$ cat src/rtl/muldiv_unit.sv
// muldiv_unit: iterative radix-2 multiply / restoring divide into HI/LO.
// Ports: clk, reset (async, active-low), start, alucontrol[2:0] (011 mul, 100 div),
//   srca/srcb operands in; busy, done pulse, hi, lo, divzero out.
// Define MULDIV_SIGNED_EN for two's-complement operands (default unsigned).
module muldiv_unit #(
    parameter int WIDTH = 32
) (
    input  logic             clk,
    input  logic             reset,
    input  logic             start,
    input  logic [2:0]       alucontrol,
    input  logic [WIDTH-1:0] srca,
    input  logic [WIDTH-1:0] srcb,
    output logic             busy,
    output logic             done,
    output logic [WIDTH-1:0] hi,
    output logic [WIDTH-1:0] lo,
    output logic             divzero
);

    localparam int CW = (WIDTH > 1) ? $clog2(WIDTH) : 1;
    localparam logic [2:0] OP_MULT = 3'b011;
    localparam logic [2:0] OP_DIV  = 3'b100;

    typedef enum logic [1:0] {IDLE, MUL, DIV, FIN} state_t;

    state_t state, state_nx;

    // acc: mul = {partial product, remaining multiplier bits}
    //      div = {partial remainder, dividend shifting into quotient}
    logic [2*WIDTH-1:0] acc;
    logic [WIDTH-1:0]   opd;
    logic [CW-1:0]      cnt;

    logic is_mul, is_div, accept, dz, last;
    logic [WIDTH-1:0] mag_a, mag_b;

    assign is_mul = (alucontrol == OP_MULT);
    assign is_div = (alucontrol == OP_DIV);
    assign accept = (state == IDLE) && start && (is_mul || is_div);
    assign dz     = (opd == '0);
    assign last   = (cnt == '0);

    logic [WIDTH:0]     msum;
    logic [2*WIDTH-1:0] mul_nx;
    assign msum   = acc[0] ? ({1'b0, acc[2*WIDTH-1:WIDTH]} + {1'b0, opd})
                           : {1'b0, acc[2*WIDTH-1:WIDTH]};
    assign mul_nx = {msum, acc[WIDTH-1:1]};

    // Trial subtract on the shifted remainder; bit WIDTH set means negative.
    logic [WIDTH:0]     dshf, dtry;
    logic               dbit;
    logic [2*WIDTH-1:0] div_nx;
    assign dshf   = acc[2*WIDTH-1:WIDTH-1];
    assign dtry   = dshf - {1'b0, opd};
    assign dbit   = ~dtry[WIDTH];
    assign div_nx = {(dbit ? dtry[WIDTH-1:0] : dshf[WIDTH-1:0]),
                     acc[WIDTH-2:0], dbit};

    logic [2*WIDTH-1:0] prod;
    logic [WIDTH-1:0]   quo, rem, dvd;

`ifdef MULDIV_SIGNED_EN
    logic neg_q, neg_r;
    logic [2*WIDTH-1:0] prod_n;
    logic [WIDTH-1:0]   quo_n, rem_n, dvd_n;

    assign mag_a  = srca[WIDTH-1] ? -srca : srca;
    assign mag_b  = srcb[WIDTH-1] ? -srcb : srcb;
    assign prod_n = -mul_nx;
    assign quo_n  = -div_nx[WIDTH-1:0];
    assign rem_n  = -div_nx[2*WIDTH-1:WIDTH];
    assign dvd_n  = -acc[WIDTH-1:0];
    assign prod   = neg_q ? prod_n : mul_nx;
    assign quo    = neg_q ? quo_n : div_nx[WIDTH-1:0];
    assign rem    = neg_r ? rem_n : div_nx[2*WIDTH-1:WIDTH];
    // Dividend magnitude is still intact on divide-by-zero; restore its sign.
    assign dvd    = neg_r ? dvd_n : acc[WIDTH-1:0];

    always_ff @(posedge clk or negedge reset) begin
        if (!reset) begin
            neg_q <= 1'b0;
            neg_r <= 1'b0;
        end else if (accept) begin
            neg_q <= srca[WIDTH-1] ^ srcb[WIDTH-1];
            neg_r <= srca[WIDTH-1];
        end
    end
`else
    assign mag_a = srca;
    assign mag_b = srcb;
    assign prod  = mul_nx;
    assign quo   = div_nx[WIDTH-1:0];
    assign rem   = div_nx[2*WIDTH-1:WIDTH];
    assign dvd   = acc[WIDTH-1:0];
`endif

    always_comb begin
        state_nx = state;
        busy     = 1'b1;
        done     = 1'b0;
        unique case (state)
            IDLE: begin
                busy = 1'b0;
                if (accept) state_nx = is_mul ? MUL : DIV;
            end
            MUL: if (last) state_nx = FIN;
            DIV: if (dz || last) state_nx = FIN;
            FIN: begin
                done     = 1'b1;
                state_nx = IDLE;
            end
            default: state_nx = IDLE;
        endcase
    end

    always_ff @(posedge clk or negedge reset) begin
        if (!reset) begin
            state   <= IDLE;
            acc     <= '0;
            opd     <= '0;
            cnt     <= '0;
            hi      <= '0;
            lo      <= '0;
            divzero <= 1'b0;
        end else begin
            state <= state_nx;
            unique case (state)
                IDLE: begin
                    if (accept) begin
                        opd     <= is_mul ? mag_a : mag_b;
                        acc     <= {{WIDTH{1'b0}}, (is_mul ? mag_b : mag_a)};
                        cnt     <= CW'(WIDTH - 1);
                        divzero <= 1'b0;
                    end
                end
                MUL: begin
                    acc <= mul_nx;
                    if (last) begin
                        {hi, lo} <= prod;
                    end else begin
                        cnt <= cnt - 1'b1;
                    end
                end
                DIV: begin
                    if (dz) begin
                        hi      <= dvd;
                        lo      <= '1;
                        divzero <= 1'b1;
                    end else begin
                        acc <= div_nx;
                        if (last) begin
                            hi <= rem;
                            lo <= quo;
                        end else begin
                            cnt <= cnt - 1'b1;
                        end
                    end
                end
                default: ;
            endcase
        end
    end

endmodule
$ cat config.mk
export PLATFORM = sky130hd
export DESIGN_NAME = muldiv_unit
export DESIGN_NICKNAME = d
export VERILOG_FILES = /design/src/rtl/muldiv_unit.sv
export SDC_FILE = /design/constraint.sdc
export NUM_CORES = 1
export LEC_CHECK = 0
export CAP_MARGIN = 25
export CELL_PAD_IN_SITES_DETAIL_PLACEMENT = 1
export CELL_PAD_IN_SITES_GLOBAL_PLACEMENT = 1
export CORE_ASPECT_RATIO = 0.75
export CORE_MARGIN = 2
export CORE_UTILIZATION = 44
export CTS_CLUSTER_DIAMETER = 50
export DETAILED_ROUTE_END_ITERATION = 8
export GPL_TIMING_DRIVEN = 1
export HOLD_SLACK_MARGIN = 0.12
export PLACE_DENSITY_LB_ADDON = 0.08
export SYNTH_ARGS = -nofsm -noshare
export SYNTH_HDL_FRONTEND = slang
export SYNTH_SLANG_ARGS = --single-unit
$ cat constraint.sdc
create_clock -name clk -period 4.15 [get_ports clk]
set_input_delay 0.83 -clock clk [delete_from_list [all_inputs] [get_ports clk]]
set_output_delay 0.83 -clock clk [all_outputs]
set_load 0.05 [all_outputs]
==> flow_summary.toml <==
[run_status]
run_status = "completed"

[cells_and_area]
fillerInstances = 3400
post-route-cell-area_um2 = 15200
final_nets = 1784
flow.area_growth_from_synthesis_pct = 18.9
core_occupancy_in_the_finished_layout = 0.536
insertedDiodeCount = 0
post_route_cells_drive_above_1_share = 0.0767

[critical_path]
worstSetupStartpointType = "register"
setup_crit_end_kind = "register"
timing.setup.critical_path_class = "register to register"
critical_path.reg2reg.startpoint = "acc[31]"
cp_data_required_time_ns = 4.48
reg2reg_setup_slack_ns = 0.19
crit_path_max_fanout = 12
end_of_the_worst_register_to_register_path = "hi[4]"
crit_path_start = "acc[31]"
setup.worst_path.end = "hi[4]"
worst_r2r_path_cells = 14
data_arrival_at_the_endpoint_of_the_critical_path_ns = 4.29

[synth]
postSynth.asyncResetShare = 1.00
synth.ff_latch_count = 168
synth-seq-area-share = 0.329
postSynthNetCount = 1689
synth_warnings = 0
synth-edff-count = 0
syn-cell-area_um2 = 12800
synthDistinctLibCells = 76
ys.flop_type = "dfrtp_1"
netlist_instances = 1547
syn_area_per_cell_um2 = 8.26

[run]
max-cap-violations = 0

[clocking]
root_buffer = "clkbuf_16"
ctsResizeCount = 0
clock_sink_count = 168
cts-buffers-inserted = 17
post_cts_hold_buffer_count = 0
clk_latency_ns = 0.45
cts.path.max_buffers = 2
cts_htree_levels = 4
post_cts_repair_setup_buffers = 0
clk_pin_slew_ns = 0.07
tritoncts = "done"

[detailed_routing]
route.detailed.wl_per_inst_um = 24.1
drt_iter0_drc = 782
drt.antenna.violating_nets = 0
detailed_route_vias_per_instance = 6.28
drt_drc_violations_left = 0
drt_pre_antenna_iters = 5
routed_wirelength_um = 49100
vias = 12809

[pwr]
power_density_nw_per_um2 = 699
leakage_nw = 6.79
vdd_drop_max_mv = 0.374

[timing]
finalSetupViolCount = 0
timing.fmax_ghz = 0.253
tightest_slew_ns = 0.949
final_hold_violating_endpoints = 0
worst_clock_skew_ns = 0.00845
rsz0062_at_grt = "false"
period_share = 0.954
fin_hold_ws_ns = 0.438
fin_setup_tns_ns = 0
slew-limit-headroom = 0.366
fin_ws_ns = 0.190
final_critical_period_ns = 3.96
report.final.slew_viol_count = 0

[place]
place_congestion = 0.946
detailedPlacementHpwl_um = 36000
pre_cts_ws_ns = 0.341
dpl_cell_area_um2 = 14600
io_buffers = 136

[die]
core-area_um2 = 28300
pin_count = 137
die_h_um = 152
die_area_um2 = 30400
initial_core_util = 0.451
die_w_um = 201
floorplan.rows = 53

[grt]
grt.overflow.total = 0
first_global_vias = 12992
grt_first_pass_wirelength_um = 76400
antenna_found_initial = 0
grt_util_all_layers = 0.325
grt_start_max_net_pins = 79

[hold_path]
hold_path_class = "input port to asynchronous set/reset pin"
-- final cells by class --
cell class	instances	area, µm²	share of cell area
Timing Repair Buffer	174	1710	0.113
Tap cell	385	482	0.0317
Clock inverter	7	91.3	0.00602
Clock buffer	25	495	0.0326
Multi-Input combinational cell	1222	7980	0.525
Sequential cell	168	4200	0.277
Inverter	59	221	0.0146
-- stage by stage --
stage          total power [mW]  std cells
5_1_grt                    11.3       2040
3_3_place_gp               8.61       2008
4_1_cts                    10.5       2040
3_5_place_dp               8.80       2008
6_report                   10.6       2040
2_1_floorplan              6.74       1547
-- cell families (layout without fill, tap and decap cells) --
family          after synthesis  count (layout)  share of synthesized area
buf+inv                     157             265                     0.0491
xor+xnor                     55              55                     0.0377
compound gates              540             540                      0.267
simple gates                447             447                      0.157
fa+ha+maj                    72              72                     0.0717
flops                       168             168                      0.329
mux                         108             108                     0.0882
-- cells in the mapped netlist, drive strengths merged (10+ instances only) --
cell type / count / area (µm²)
a211o: 16 / 140
a211oi: 16 / 120
a21o: 28 / 210
a21oi: 130 / 684
a22oi: 39 / 293
a31oi: 14 / 87.6
and3: 11 / 68.8
buf: 30 / 150
clkbuf: 68 / 255
dfrtp: 168 / 4200
ha: 70 / 876
inv: 59 / 221
mux2: 36 / 405
mux2i: 72 / 721
nand2: 202 / 758
nand3: 17 / 85.1
nor2: 113 / 440
nor3: 21 / 105
nor4: 10 / 62.6
o211ai: 16 / 125
o21ai: 189 / 950
o221ai: 24 / 210
or3: 32 / 200
xnor2: 35 / 307
xor2: 20 / 175
-- power breakdown --
group / internal, mW / switching [mW]
Clock: 0.950 / 0.707
Sequential: 2.07 / 0.821
Combinational: 2.18 / 3.89
-- critical path, cell delays in order (launching register included) --
cell and delay, ns:
dfrtp_1 0.43, inv_1 0.09, ha_1 0.24, fa_1 0.41, nand2b_1 0.20, a21oi_2 0.25, o2111ai_2 0.22, a21oi_4 0.24
a21oi_2 0.13, o21a_4 0.30, nor2_8 0.31, buf_4 0.23, mux2i_1 0.35, a211oi_1 0.14, a211o_1 0.30
-- metal layers --
layer,routed length (µm),part of all wire,global-route usage
met1,21800,0.44,0.435
met2,22800,0.46,0.532
met3,2560,0.052,0.0426
met4,2050,0.042,0.142
met5,0,0,0
-- state kept, by name, summed over array words and instances (netlist names) --
name / flops
acc: 64
cnt: 5
divzero: 1
hi: 32
lo: 32
opd: 32
state: 2
-- worst min-delay path by stage --
stage                     depth (start not counted)   start  endpoint
after floorplan                                   2  cnt[4]    cnt[4]
after global placement                            2  lo[28]    lo[28]
after detailed placement                          2  lo[14]    lo[14]
after CTS                                         1   reset    hi[29]
after global routing                              1   reset   acc[57]
final                                             1   reset    hi[29]
-- cell usage in the layout, fill, tap and decap left out, drive strengths merged, types with 24 or more instances in the layout --
master and count:
nand2 202, o21ai 189, dfrtp 168, clkdlybuf4s50 135
a21oi 130, nor2 113, mux2i 72, ha 70
inv 59, a22oi 39, buf 39, mux2 36
xnor2 35, or3 32, a21o 28, clkbuf 25
o221ai 24
(Power assumes the default switching activity.)
